## src/rtl/logs_pkg.sv

```systemverilog
// ---------------------------------------------------------------------------
// logs_pkg
// Shared definitions for the logistic-map sonifier output stage.
//   - default widths for the averager and the gain word
//   - FSM state encodings used by logs_out_stage
//   - dither LFSR polynomial/seed and a one-step helper
//     (the helper is only used when LOGS_OUT_DITHER_EN is defined)
// ---------------------------------------------------------------------------
package logs_pkg;

    localparam int LOGS_AVG_BITS = 6;    // log2 of averaging window
    localparam int LOGS_VOL_BITS = 4;    // gain word width
    localparam int LOGS_RAMP_DIV = 256;  // clocks per gain LSB step

    // Galois form of x^16 + x^14 + x^13 + x^11 (right-shifting register).
    localparam logic [15:0] LOGS_LFSR_TAPS = 16'hB400;
    localparam logic [15:0] LOGS_LFSR_SEED = 16'hACE1;

    typedef enum logic [1:0] {
        SILENT = 2'd0,
        RUN    = 2'd1,
        FADE   = 2'd2
    } logs_state_t;

    function automatic logic [15:0] logs_lfsr_step(input logic [15:0] s);
        return {1'b0, s[15:1]} ^ (s[0] ? LOGS_LFSR_TAPS : 16'h0000);
    endfunction

endpackage

```

## src/rtl/logs_out_sdm.sv

```systemverilog
// ---------------------------------------------------------------------------
// logs_out_sdm
// First-order sigma-delta modulator. Every clock the level is added into
// an error accumulator; crossing 2^AVG_BITS emits a one and subtracts the
// full-scale value, so the output duty equals level / 2^AVG_BITS.
//
// Ports
//   clk        in   clock
//   reset      in   asynchronous, active-high reset
//   level      in   AVG_BITS+1 bit level (must stay below 2^AVG_BITS)
//   hold_zero  in   1 forces pwm to 0 and keeps the error at 0
//   pwm        out  registered modulator output
// ---------------------------------------------------------------------------
module logs_out_sdm
    import logs_pkg::*;
#(
    parameter int AVG_BITS = LOGS_AVG_BITS
) (
    input  logic                clk,
    input  logic                reset,
    input  logic [AVG_BITS:0]   level,
    input  logic                hold_zero,
    output logic                pwm
);

    localparam int              ERR_W = AVG_BITS + 2;
    localparam logic [ERR_W-1:0] FULL = ERR_W'(2 ** AVG_BITS);

    logic [ERR_W-1:0] err_reg;
    logic [ERR_W-1:0] sum;

    // err < 2^AVG_BITS and level < 2^AVG_BITS, so sum never exceeds ERR_W bits.
    always_comb begin
        sum = err_reg + ERR_W'(level);
    end

    always_ff @(posedge clk or posedge reset) begin
        if (reset) begin
            err_reg <= '0;
            pwm     <= 1'b0;
        end else if (hold_zero) begin
            err_reg <= '0;
            pwm     <= 1'b0;
        end else if (sum >= FULL) begin
            err_reg <= sum - FULL;
            pwm     <= 1'b1;
        end else begin
            err_reg <= sum;
            pwm     <= 1'b0;
        end
    end

endmodule

```

## src/rtl/logs_out_stage.sv

```systemverilog
// ---------------------------------------------------------------------------
// logs_out_stage
// Output conditioning for the logistic-map sonifier: box-car averages the
// 1-bit PWM stream over 2^AVG_BITS clocks, scales the window level by a
// click-free ramped gain, and re-modulates it with a sigma-delta modulator.
//
// Ports
//   clk        in   clock
//   reset      in   asynchronous, active-high reset
//   snd_in     in   PWM audio from the sonifier
//   volume     in   VOL_BITS target gain (0 silent .. 15 = 15/16)
//   mute       in   1 forces the target gain to 0
//   pcm_out    out  AVG_BITS+1 scaled window level (0..60)
//   pcm_valid  out  one-cycle pulse when pcm_out updates
//   silent     out  1 while the FSM is in SILENT
//   pwm_out    out  sigma-delta audio output
//
// Configuration
//   LOGS_OUT_DITHER_EN : when defined, a 16-bit LFSR adds one LSB of
//   dither to each window result (clamped to the maximum level). When
//   undefined the scaled value is passed through exactly.
// ---------------------------------------------------------------------------
module logs_out_stage
    import logs_pkg::*;
#(
    parameter int AVG_BITS = LOGS_AVG_BITS,
    parameter int VOL_BITS = LOGS_VOL_BITS,
    parameter int RAMP_DIV = LOGS_RAMP_DIV
) (
    input  logic                clk,
    input  logic                reset,
    input  logic                snd_in,
    input  logic [VOL_BITS-1:0] volume,
    input  logic                mute,
    output logic [AVG_BITS:0]   pcm_out,
    output logic                pcm_valid,
    output logic                silent,
    output logic                pwm_out
);

    localparam int RC_W   = (RAMP_DIV > 1) ? $clog2(RAMP_DIV) : 1;
    localparam int PROD_W = AVG_BITS + 1 + VOL_BITS;

    // Full window times maximum gain, i.e. 64 * 15 / 16 = 60 by default.
    localparam logic [AVG_BITS:0] PCM_MAX =
        (AVG_BITS + 1)'(((2 ** AVG_BITS) * (2 ** VOL_BITS - 1)) / (2 ** VOL_BITS));

    logic [AVG_BITS-1:0] wc_reg;
    logic [AVG_BITS:0]   acc_reg;
    logic [RC_W-1:0]     rc_reg;
    logic [VOL_BITS-1:0] cur_gain_reg;
    logs_state_t         state_reg;

    logic                window_end;
    logic                ramp_tick;
    logic [VOL_BITS-1:0] target;
    logic [AVG_BITS:0]   sample;
    logic [PROD_W-1:0]   product;
    logic [AVG_BITS:0]   scaled;
    logic [AVG_BITS:0]   pcm_next;

    // -----------------------------------------------------------------------
    // Window averaging and scaling
    // -----------------------------------------------------------------------
    always_comb begin
        window_end = &wc_reg;
        target     = mute ? '0 : volume;
        ramp_tick  = (rc_reg == RC_W'(RAMP_DIV - 1));
        // The final cycle of the window is counted directly so that the
        // accumulator can clear on the same edge the sample is taken.
        sample     = acc_reg + {{AVG_BITS{1'b0}}, snd_in};
        // Uses the gain held before any ramp step landing on this edge.
        product    = PROD_W'(sample) * PROD_W'(cur_gain_reg);
        scaled     = (AVG_BITS + 1)'(product >> VOL_BITS);
    end

`ifdef LOGS_OUT_DITHER_EN
    logic [15:0]       lfsr_reg;
    logic [AVG_BITS+1:0] dithered;

    always_ff @(posedge clk or posedge reset) begin
        if (reset) begin
            lfsr_reg <= LOGS_LFSR_SEED;
        end else begin
            lfsr_reg <= logs_lfsr_step(lfsr_reg);
        end
    end

    always_comb begin
        dithered = {1'b0, scaled} + {{(AVG_BITS + 1){1'b0}}, lfsr_reg[0]};
        pcm_next = (dithered > {1'b0, PCM_MAX}) ? PCM_MAX : dithered[AVG_BITS:0];
    end
`else
    always_comb begin
        pcm_next = scaled;
    end
`endif

    always_ff @(posedge clk or posedge reset) begin
        if (reset) begin
            wc_reg    <= '0;
            acc_reg   <= '0;
            pcm_out   <= '0;
            pcm_valid <= 1'b0;
        end else begin
            wc_reg <= wc_reg + 1'b1;
            if (window_end) begin
                acc_reg   <= '0;
                pcm_out   <= pcm_next;
                pcm_valid <= 1'b1;
            end else begin
                acc_reg   <= sample;
                pcm_valid <= 1'b0;
            end
        end
    end

    // -----------------------------------------------------------------------
    // Gain ramp: one LSB toward the target per tick, so a retarget mid-ramp
    // simply changes direction on the next tick without a jump.
    // -----------------------------------------------------------------------
    always_ff @(posedge clk or posedge reset) begin
        if (reset) begin
            rc_reg       <= '0;
            cur_gain_reg <= '0;
        end else begin
            rc_reg <= ramp_tick ? '0 : rc_reg + 1'b1;
            if (ramp_tick) begin
                if (cur_gain_reg < target) begin
                    cur_gain_reg <= cur_gain_reg + 1'b1;
                end else if (cur_gain_reg > target) begin
                    cur_gain_reg <= cur_gain_reg - 1'b1;
                end
            end
        end
    end

    // -----------------------------------------------------------------------
    // Operating-state FSM with registered silent flag
    // -----------------------------------------------------------------------
    always_ff @(posedge clk or posedge reset) begin
        if (reset) begin
            state_reg <= SILENT;
            silent    <= 1'b1;
        end else begin
            case (state_reg)
                SILENT: begin
                    if (target != '0) begin
                        state_reg <= RUN;
                        silent    <= 1'b0;
                    end
                end
                RUN: begin
                    if (mute && (cur_gain_reg != '0)) begin
                        state_reg <= FADE;
                        silent    <= 1'b0;
                    end else if ((target == '0) && (cur_gain_reg == '0)) begin
                        state_reg <= SILENT;
                        silent    <= 1'b1;
                    end
                end
                FADE: begin
                    if (!mute) begin
                        // Unmuting resumes from the current gain; only drop
                        // to SILENT if there is nothing left to play.
                        if ((target != '0) || (cur_gain_reg != '0)) begin
                            state_reg <= RUN;
                            silent    <= 1'b0;
                        end else begin
                            state_reg <= SILENT;
                            silent    <= 1'b1;
                        end
                    end else if (cur_gain_reg == '0) begin
                        state_reg <= SILENT;
                        silent    <= 1'b1;
                    end
                end
                default: begin
                    state_reg <= SILENT;
                    silent    <= 1'b1;
                end
            endcase
        end
    end

    // -----------------------------------------------------------------------
    // Sigma-delta re-modulation
    // -----------------------------------------------------------------------
    logs_out_sdm #(
        .AVG_BITS (AVG_BITS)
    ) u_sdm (
        .clk       (clk),
        .reset     (reset),
        .level     (pcm_out),
        .hold_zero (state_reg == SILENT),
        .pwm       (pwm_out)
    );

endmodule

```

## config.mk

```make
export PLATFORM = sky130hd
export DESIGN_NAME = logs_out_stage
export DESIGN_NICKNAME = d
export VERILOG_FILES = /design/src/rtl/logs_pkg.sv /design/src/rtl/logs_out_sdm.sv /design/src/rtl/logs_out_stage.sv
export SDC_FILE = /design/constraint.sdc
export NUM_CORES = 1
export LEC_CHECK = 0
export CAP_MARGIN = 20
export CORE_MARGIN = 2
export CORE_UTILIZATION = 65
export DETAILED_ROUTE_END_ITERATION = 8
export GPL_ROUTABILITY_DRIVEN = 0
export GPL_TIMING_DRIVEN = 0
export PLACE_DENSITY = 0.86
export SYNTH_ARGS = -nofsm -noshare
export SYNTH_HDL_FRONTEND = slang
export SYNTH_SLANG_ARGS = --single-unit
```

## constraint.sdc

```tcl
create_clock -name clk -period 9 [get_ports clk]
set_input_delay 2.7 -clock clk [delete_from_list [all_inputs] [get_ports clk]]
set_output_delay 2.7 -clock clk [all_outputs]
set_load 0.02 [all_outputs]
```

# Word level (Yosys, flattened, before mapping)
# Cells that the tools add are included.
# W data, S select, Z words.
# op_classes
eq_ne,6
n_reduce_logical,12
add_sub_neg,7
muxes,24
order_cmp,3
multipliers,1
# op_table
op,count
$mux W8,3
$mux W4,3
$mul A7 B4 Y11,1
$mux W1,10
$mux W2,5
$add A8 B1 Y8 const B,1
$add A8 B7 Y8,1
$eq A8 B8 Y1 const B,1
$ge A8 B7 Y1 const B,1
$logic_not A4 Y1,2
$reduce_bool A4 Y1,2
$sub A8 B7 Y8 const B,1
$add A7 B1 Y7,1
$mux W7,1
$add A6 B1 Y6 const B,1
$ne A3 B3 Y1 const B,2
$pmux W2 S3,1
$reduce_and A6 Y1,1
$add A4 B1 Y4 const B,1
$gt A4 B4 Y1,1
$lt A4 B4 Y1,1
$sub A4 B1 Y4 const B,1
$pmux W1 S3,1
$reduce_and A3 Y1,1
8 further kinds,9
# totals
elab_cells,63
out_inout_bits,10
inputBits,8
regBits,45

# Depth between registers and ports, before layout
# Gate-level depths: netlist of run 1.
# logic_depth
word_depth,6
ltp_mapped,15
depth_no_buf,15

# By module
# From an unflattened synthesis of run 1, not the netlist that was laid out.
# unflattened
hier_cells,336
hier_area_um2,3243.1
# modules_own_cells
mod,instances,area_per_inst_um2,seq_area_each_um2,cells_per_inst
logs_out_stage,1,2549.9,902.1,267
logs_out_sdm,1,693.2,225.2,69

# Worst setup path before layout of run 1
# No wires, ideal clock.
# synth_path
kind,input -> register
start,input port snd_in
end,register pcm_out[5]
setup_ns,0.122
arrival_time_ns,5.738
path_buffers,0
t_required_ns,8.878
path_slack_ns,3.141
stages,14
cell_sequence,ha_1 -> ha_1 -> xor2_1 -> and2_1 -> fa_1 -> inv_1 -> fa_1 -> inv_1 -> ha_1 -> a21o_1 -> a21o_1 -> o2111ai_1 -> mux2i_1 -> nand2_1
# synth_between
elab_chain_len,2
# synth_lines
element,line,source
"start, declared",logs_out_stage.sv:32,"input logic snd_in,"
$add A7 B1 Y7,logs_out_stage.sv:71,"sample = acc_reg + {{AVG_BITS{1'b0}}, snd_in};"
$mul A7 B4 Y11,logs_out_stage.sv:73,product = PROD_W'(sample) * PROD_W'(cur_gain_reg);
"end signal, assigned",logs_out_stage.sv:109,pcm_out <= pcm_next;
"end, declared",logs_out_stage.sv:35,"output logic [AVG_BITS:0] pcm_out,"
# No other way between the ends.
# A chain may end at the register's enable or synchronous reset.

# Worst setup path after layout of run 1
# layout_path
start,input port snd_in
end,register pcm_out[3]
# Same word-level chain as after synthesis.

==> impl_metrics.yaml, run 1 <==
outcome:
  outcome: "completed"
yosys:
  synth_top_area_frac: 0.355
  synth_top_family_by_area: "adder cells"
  synth_simple_gate_area_frac: 0.193
  synthArstFlopShare: 1.00
  synth_edf_count: 0
  yosysUniqueCellTypes: 48
  synthesis.area_um2: 3100
  synthCells: 312
  synth_adder_area_share: 0.200
  ys_seq_elements: 45
  yosysSeqAreaShare: 0.364
  muxShareOfSynthArea: 0.0218
  syn_area_per_cell_um2: 9.93
  ys_warn_count: 0
  ys.flop_type: "dfrtp_1"
  synth_area_leaders: "dfrtp_1 36%, ha_1 13%, fa_1 7.1%"
  synth_top_area_cell: "dfrtp_1"
  synth_xor_xnor_area_share: 0.0678
  synth.net_count: 363
  synth_compound_area_frac: 0.116
floorplan:
  rows: 25
  ios: 18
  initial_core_util: 0.665
  die_x_um: 73.1
  die_y_um: 73.1
  core_region_area_um2: 4660
  die-area_um2: 5340
clock_tree:
  post_cts_buffers: 0
  hold_buffers: 0
  tritoncts: "done"
  cts-root-buf: "clkbuf_8"
  h-tree-depth: 2
  ctsResizeCount: 0
  cts_buffers: 5
  cts.sinks: 45
  clock_latency_ns: 0.30
  path_clk_slew_ns: 0.08
  clk_path_buf_depth: 2
sta:
  finalCritPeriodShare: 0.713
  maxSlewViolCount: 0
  tightest_slew_ns: 0.528
  max_freq_ghz: 0.156
  fin_crit_ns: 6.41
  slew_headroom: 0.645
  clock_skew_ns: 0.0144
  rsz0062_at_grt: "no"
  setup_viol_count_final: 0
  hold_ws_ns: 0.475
  hold_violations: 0
  finalSetupTns_ns: 0
min_path:
  min_path_type: "register to register"
  holdPathStages: 1
worst_setup_path:
  worstPathArrival_ns: 6.64
  crit_fanout: 5
  critical_path_class: "input port to register"
  worstPathRequired_ns: 9.23
  cp-start-kind: "input port"
  path_cells: "clkdlybuf4s50_1 -> ha_1 -> ha_1 -> nand3_1 -> xor2_1 -> nor2b_1 -> fa_1 -> inv_1 -> fa_1 -> inv_1 -> ha_1 -> nand2_1 -> nor3_1 -> o21ai_1 -> a211o_1 -> nand3_1"
  path_delay_family: "adder cells"
  critPathBufInv: 3
  cp-end-kind: "register"
  cp.depth: 16
  timing.critical_path.mode_cell: "ha_1"
  reg2regPathDepth: 15
  crit_path_top_delay_cell: "fa_1"
  crit_path_max_incr_delay_ns: 0.53
grt:
  grt.total_usage: 0.239
  grt_pass1_wl_um: 9920
  antenna_found_initial: 0
  grt_pass1_vias: 2298
  grt-ovfl-total: 0
  grt_max_degree: 43
route:
  vias_per_cell: 5.89
  met1_length_um: 2570
  dr.first_iter.drc_count: 78
  wl_per_cell_um: 14.7
  antenna_left: 0
  routed.top_layer: "met4"
  wl_met3_um: 220
  num_vias: 2304
  drtPass1Iterations: 4
  post-route-drc-count: 0
  totalWireLength_um: 5740
  wl_met2_um: 2900
finish:
  num_antenna_cells: 0
  layout.nets: 387
  final_cells: 391
  layout_common_cells: "44 x dfrtp_1, 32 x ha_1, 23 x inv_1"
  area_growth_syn_to_layout_pct: 11.6
  final_layout_size_suffix_gt1_frac: 0.0504
  nFillCells: 347
  final_common_cell: "dfrtp_1"
placement:
  post-place-cells: 383
  hpwl_um: 4350
  port_buffers: 16
power_and_ir_drop:
  power.total_mw: 0.564
  leakage_nw: 1.68
  irDropWorstVdd_mv: 0.103
  internal_power_mw: 0.385
  clkPwrFrac: 0.273
  swShare: 0.317
  power.switching_mw: 0.179
  combPwrFrac: 0.300
  p_per_area_nw_per_um2: 163
  power_frac_seq: 0.428
job:
  maxCapViolCount: 0
[worst paths after layout]
kind | from | slack [ns] | end
max | snd_in | 2.59 | pcm_out[3]
min | wc_reg[0] | 0.47 | wc_reg[0]
max reg2reg | acc_reg[0] | 5.05 | pcm_out[3]
min reg2reg | wc_reg[0] | 0.47 | wc_reg[0]
max in group asynchronous | reset | 5.94 | silent
min in group asynchronous | reset | 2.58 | cur_gain_reg[2]
[cells in the mapped netlist (2+ instances only)]
cell type  count
dfrtp_1       44
ha_1          32
inv_1         24
nand2_1       19
nor2b_1       18
nor2_1        17
nand3_1       14
xnor2_1       13
fa_1          11
o21ai_0       11
xor2_1        11
and2_1         8
and3_1         8
nand2b_1       8
a21oi_1        7
a21o_1         6
clkbuf_1       6
nor3_1         6
o21ai_1        5
a211o_1        4
nand4_1        4
and4_1         3
mux2i_1        3
mux2_2         2
nor3b_1        2
nor4_1         2
o21a_1         2
o21bai_1       2
[kinds of logic (layout without fill, tap and decap cells)]
group / after synthesis / in the layout
AO/OA/AOI/OAI: 51 / 51
multiplexers: 6 / 6
adder cells (fa/ha/maj): 43 / 43
AND/OR/NAND/NOR: 112 / 112
buffers and inverters: 31 / 56
XOR/XNOR: 24 / 24
flip-flops: 45 / 45
[power by group through the flow]
stage               sequential, mW  clock [mW]  combinational [mW]
detailed placement           0.245           0               0.166
global placement             0.244           0               0.160
floorplan                    0.245           0               0.124
global route                 0.244       0.163               0.190
CTS                          0.241       0.156               0.169
finish                       0.241       0.154               0.169
[routing by layer]
layer	vias to the layer above	global-route usage
li1	1135	-
met1	1108	0.313
met2	55	0.409
met3	6	0.0456
met4	0	0.0576
met5	-	0
[final cells by class]
class                           count  area [µm²]  area share
Multi-Input combinational cell    236        1860       0.537
Sequential cell                    45        1130       0.326
Timing Repair Buffer               17         180      0.0521
Inverter                           25        93.8      0.0271
Clock buffer                        6        72.6      0.0210
Tap cell                           54        67.6      0.0195
Clock inverter                      2        38.8      0.0112
Buffer                              6        22.5     0.00651
[through the flow]
stage,worst slack [ns],util,area [µm²]
finish,2.59,0.742,3460
detailed placement,2.30,0.718,3350
global route,2.28,0.742,3460
global placement,2.43,0.714,3330
floorplan,3.14,-,3100
CTS,2.60,0.742,3460
Note: power is estimated with default switching activity, not from simulation.
==> run 2: changes to the inputs <==
Settings changed: CORE_UTILIZATION 65 to 54, PLACE_DENSITY 0.86 to 0.76.
Clock period 9 ns to 5.3 ns, I/O delays scaled along.
==> run 2 against run 1 <==
  * Register-to-register slack got worse by 3.6 ns
  * Sequential power is 72% higher
  * Largest cell class unchanged
  * Power rose by 73%
  * First-iteration DRC count grew 97%
  * Cell area is 1.6% higher
  * Sequential cell count unchanged
  * Routed wire length is 3.4% lower
==> impl_metrics.yaml, run 2 (same netlist as run 1, synthesis figures left out) <==
power_and_ir_drop:
  p_per_area_nw_per_um2: 277
  combPwrFrac: 0.296
  irDropWorstVdd_mv: 0.154
  clkPwrFrac: 0.279
  leakage_nw: 1.70
  internal_power_mw: 0.670
  swShare: 0.313
  power.switching_mw: 0.305
  power_frac_seq: 0.425
  power.total_mw: 0.974
floorplan:
  die_y_um: 79.8
  die_x_um: 79.8
  rows: 27
  ios: 18
  initial_core_util: 0.559
  die-area_um2: 6360
  core_region_area_um2: 5540
sta:
  clock_skew_ns: 0.00553
  hold_violations: 0
  tightest_slew_ns: 0.576
  setup_viol_count_final: 0
  maxSlewViolCount: 0
  hold_ws_ns: 0.479
  finalCritPeriodShare: 0.975
  rsz0062_at_grt: "yes"
  fin_crit_ns: 5.17
  finalSetupTns_ns: 0
  fin_ws_ns: 0.135
  max_freq_ghz: 0.194
  slew_headroom: 0.613
grt:
  grt-ovfl-total: 0
  antenna_found_initial: 0
  grt.total_usage: 0.202
  grt_max_degree: 33
  grt_pass1_vias: 2298
  grt_pass1_wl_um: 10100
outcome:
  outcome: "completed"
route:
  dr.first_iter.drc_count: 154
  wl_per_cell_um: 13.6
  post-route-drc-count: 0
  totalWireLength_um: 5550
  antenna_left: 0
  num_vias: 2297
  drtPass1Iterations: 4
  vias_per_cell: 5.62
placement:
  post-place-cells: 401
  placed_cell_area_um2: 3370
  hpwl_um: 4240
  port_buffers: 16
  preCtsSetupSlack_ns: -0.304
worst_setup_path:
  cp-end-kind: "register"
  reg2regPathDepth: 14
  crit_fanout: 5
  worstPathArrival_ns: 5.35
  cp-start-kind: "input port"
  worstPathRequired_ns: 5.49
  critical_path_class: "input port to register"
finish:
  num_antenna_cells: 0
  final_util: 0.634
  finalInstanceArea_um2: 3510
  layout_common_cells: "44 x dfrtp_1, 32 x ha_1, 23 x inv_1"
  layout.nets: 387
  area_growth_syn_to_layout_pct: 13.3
  final_cells: 409
  final_layout_size_suffix_gt1_frac: 0.0593
  final_common_cell: "dfrtp_1"
  nFillCells: 476
min_path:
  holdPathStages: 1
  min_path_type: "register to register"
job:
  maxCapViolCount: 0
clock_tree:
  clock_latency_ns: 0.30
  clk_path_buf_depth: 2
  cts-root-buf: "clkbuf_8"
  post_cts_buffers: 0
  tritoncts: "done"
  cts_buffers: 5
  hold_buffers: 0
  h-tree-depth: 2
  path_clk_slew_ns: 0.08
  cts.sinks: 45
  ctsResizeCount: 1
[run 2: worst max-delay path, cell delays in order]
cell             delay (ns)
clkdlybuf4s50_1        0.41
ha_1                   0.24
ha_1                   0.25
xor2_2                 0.22
and2_1                 0.19
fa_1                   0.50
inv_1                  0.05
fa_1                   0.53
inv_1                  0.04
ha_1                   0.34
a21o_1                 0.18
a21o_1                 0.22
o2111ai_1              0.29
mux2i_1                0.23
nand2_1                0.06
[run 2: power by group through the flow]
stage | Sequential, mW | Clock (mW) | Combinational (mW)
3_5_place_dp | 0.418 | 0 | 0.282
2_1_floorplan | 0.416 | 0 | 0.210
5_1_grt | 0.419 | 0.292 | 0.322
4_1_cts | 0.411 | 0.277 | 0.284
6_report | 0.414 | 0.272 | 0.289
3_3_place_gp | 0.415 | 0 | 0.274
[run 2: cell type report]
cell class | count | area [µm²] | area share
Sequential cell | 45 | 1130 | 0.321
Clock inverter | 1 | 30.0 | 0.00855
Tap cell | 72 | 90.1 | 0.0257
Inverter | 25 | 93.8 | 0.0267
Clock buffer | 7 | 86.3 | 0.0246
Multi-Input combinational cell | 236 | 1880 | 0.536
Timing Repair Buffer | 17 | 180 | 0.0513
Buffer | 6 | 22.5 | 0.00641
[run 2: final timing paths]
kind / startpoint / slack (ns) / end
worst min-delay path: wc_reg[5] / 0.48 / wc_reg[5]
worst max-delay path: snd_in / 0.13 / pcm_out[5]
max in group asynchronous: reset / 3.26 / pcm_out[0]
worst min register to register: wc_reg[5] / 0.48 / wc_reg[5]
worst max register to register: acc_reg[0] / 1.48 / pcm_out[5]
min in group asynchronous: reset / 1.56 / u_sdm.err_reg[3]
[run 2: routing by layer]
metal / global-route usage / part of all wire / up-vias / routed length [µm]
li1: - / - / 1132 / -
met1: 0.281 / 0.49 / 1116 / 2720
met2: 0.324 / 0.46 / 39 / 2540
met3: 0.0351 / 0.035 / 10 / 194
met4: 0.0627 / 0.016 / 0 / 91
met5: 0 / 0 / - / 0
==> run 3: changes to the inputs <==
Settings changed: CORE_UTILIZATION 54 to 60, PLACE_DENSITY 0.76 to 0.8.
Clock period 5.3 ns to 5.4 ns, I/O delays scaled along.
==> run 3 against run 2 <==
  * Sequential share of layout area up 0.36 points
  * Cell area fell by 1.1%
  * Clock skew rose by 0.0078 ns
  * Utilization increased by 5.5 points
  * Hold slack improved by 0.0017 ns
  * Critical path depth is 1 higher
  * Critical endpoint is now pcm_out[6]
  * Die area is 9.5% lower
  * Sequential cell count stayed put
  * Non-clock buffer count unchanged
  * First-iteration DRC count shrank 18%
==> impl_metrics.yaml, run 3 (same netlist as run 1, synthesis figures left out) <==
outcome:
  outcome: "completed"
job:
  maxCapViolCount: 0
placement:
  port_buffers: 16
  hpwl_um: 4300
  placed_cell_area_um2: 3370
  preCtsSetupSlack_ns: -0.147
worst_setup_path:
  worstPathArrival_ns: 5.26
  path_cells: "clkdlybuf4s50_1 -> ha_1 -> ha_1 -> nand3_1 -> xor2_2 -> nor2b_1 -> fa_1 -> inv_1 -> fa_1 -> inv_1 -> ha_1 -> a21oi_1 -> o21bai_1 -> a21oi_1 -> a211o_1 -> nand3_1"
  critical_path_class: "input port to register"
  path_delay_family: "adder cells"
  critPathBufInv: 3
  cp-end-kind: "register"
  crit-reg2reg-launch: "acc_reg[0]"
  crit_path_max_incr_delay_ns: 0.51
  worstPathRequired_ns: 5.59
  r2r_end: "pcm_out[5]"
  cp-start-kind: "input port"
  crit_path_top_delay_cell: "fa_1"
  crit_fanout: 6
  rrSetupSlack_ns: 1.71
  reg2regPathDepth: 14
  timing.critical_path.mode_cell: "ha_1"
finish:
  area_growth_syn_to_layout_pct: 12.1
  nFillCells: 403
  final_layout_size_suffix_gt1_frac: 0.0593
  finalInstanceArea_um2: 3470
  seqCellArea_um2: 1130
  final_util: 0.689
  layout.nets: 387
  multi_input_area_um2: 1870
  layout_common_cells: "44 x dfrtp_1, 32 x ha_1, 23 x inv_1"
  num_antenna_cells: 0
  final_common_cell: "dfrtp_1"
min_path:
  min_to: "wc_reg[0]"
  worstHoldStart: "wc_reg[0]"
  min_path_type: "register to register"
  holdPathStages: 1
grt:
  grt-ovfl-total: 0
  grt_pass1_wl_um: 9620
  antenna_found_initial: 0
  grt_pass1_vias: 2234
  grt.total_usage: 0.219
  grt_max_degree: 40
power_and_ir_drop:
  irDropWorstVdd_mv: 0.148
  leakage_nw: 1.67
  p_per_area_nw_per_um2: 263
  power.total_mw: 0.915
clock_tree:
  cts_buffers: 5
  h-tree-depth: 2
  hold_buffers: 0
  path_clk_slew_ns: 0.10
  tritoncts: "done"
  post_cts_buffers: 0
  clock_latency_ns: 0.31
  cts.sinks: 45
  clk_path_buf_depth: 2
  cts-root-buf: "clkbuf_8"
floorplan:
  core_region_area_um2: 5040
  rows: 26
  die_x_um: 75.9
  ios: 18
  die-area_um2: 5760
  die_y_um: 75.9
  initial_core_util: 0.615
route:
  antenna_left: 0
  totalWireLength_um: 5710
  vias_per_cell: 5.63
  post-route-drc-count: 0
  dr.first_iter.drc_count: 126
  wl_per_cell_um: 14.0
  num_vias: 2291
  drtPass1Iterations: 4
sta:
  fin_ws_ns: 0.333
  setup_viol_count_final: 0
  finalCritPeriodShare: 0.938
  slew_headroom: 0.649
  hold_violations: 0
  fin_crit_ns: 5.07
  maxSlewViolCount: 0
  tightest_slew_ns: 0.522
  rsz0062_at_grt: "no"
  hold_ws_ns: 0.480
  max_freq_ghz: 0.197
  clock_skew_ns: 0.0133
run 3: worst max path at each step:
stage	from	end	slack (ns)	depth (start not counted)
floorplan	snd_in	pcm_out[5]	0.62	14
global placement	snd_in	pcm_out[6]	-0.10	16
detailed placement	snd_in	pcm_out[4]	-0.15	16
CTS	snd_in	pcm_out[4]	0.15	16
global route	snd_in	pcm_out[6]	0.07	16
finish	snd_in	pcm_out[6]	0.33	16
run 3: area by class of cell:
cell class | count | area share
Multi-Input combinational cell | 236 | 0.538
Sequential cell | 45 | 0.325
Timing Repair Buffer | 17 | 0.0519
Inverter | 25 | 0.0270
Tap cell | 70 | 0.0252
Clock buffer | 5 | 0.0198
Clock inverter | 3 | 0.00720
Buffer | 6 | 0.00648
run 3: report_power, final:
group	internal [mW]	switching (mW)
combinational	0.127	0.158
sequential	0.378	0.0269
clock	0.0937	0.131
run 3: worst reg2reg max path, stage by stage (launching register included):
cell and delay (ns):
dfrtp_1 0.38, ha_1 0.21, ha_1 0.23, xor2_1 0.22
and2_1 0.20, fa_1 0.49, inv_1 0.05, fa_1 0.53
inv_1 0.04, ha_1 0.34, a21o_1 0.17, a21o_1 0.22
o2111ai_1 0.25, mux2i_1 0.20, nand2_1 0.06
run 3: per-layer routing:
metal | GRT usage | routed length, µm | vias to the layer above
li1 | - | - | 1137
met1 | 0.274 | 2690 | 1097
met3 | 0.0489 | 201 | 12
met5 | 0 | 0 | -
met2 | 0.380 | 2740 | 45
met4 | 0.0585 | 86 | 0
run 3: timing repair:
item	CTS	global route
endpoints found under the setup margin	0	4
resized for setup	0	2
hold endpoints to repair	0	0
run 3: stage by stage:
stage | cells | TNS (ns)
final | 407 | 0
after global routing | 407 | 0
after CTS | 407 | 0
after detailed placement | 399 | -0.534
after global placement | 398 | -0.341
after floorplan | 312 | 0
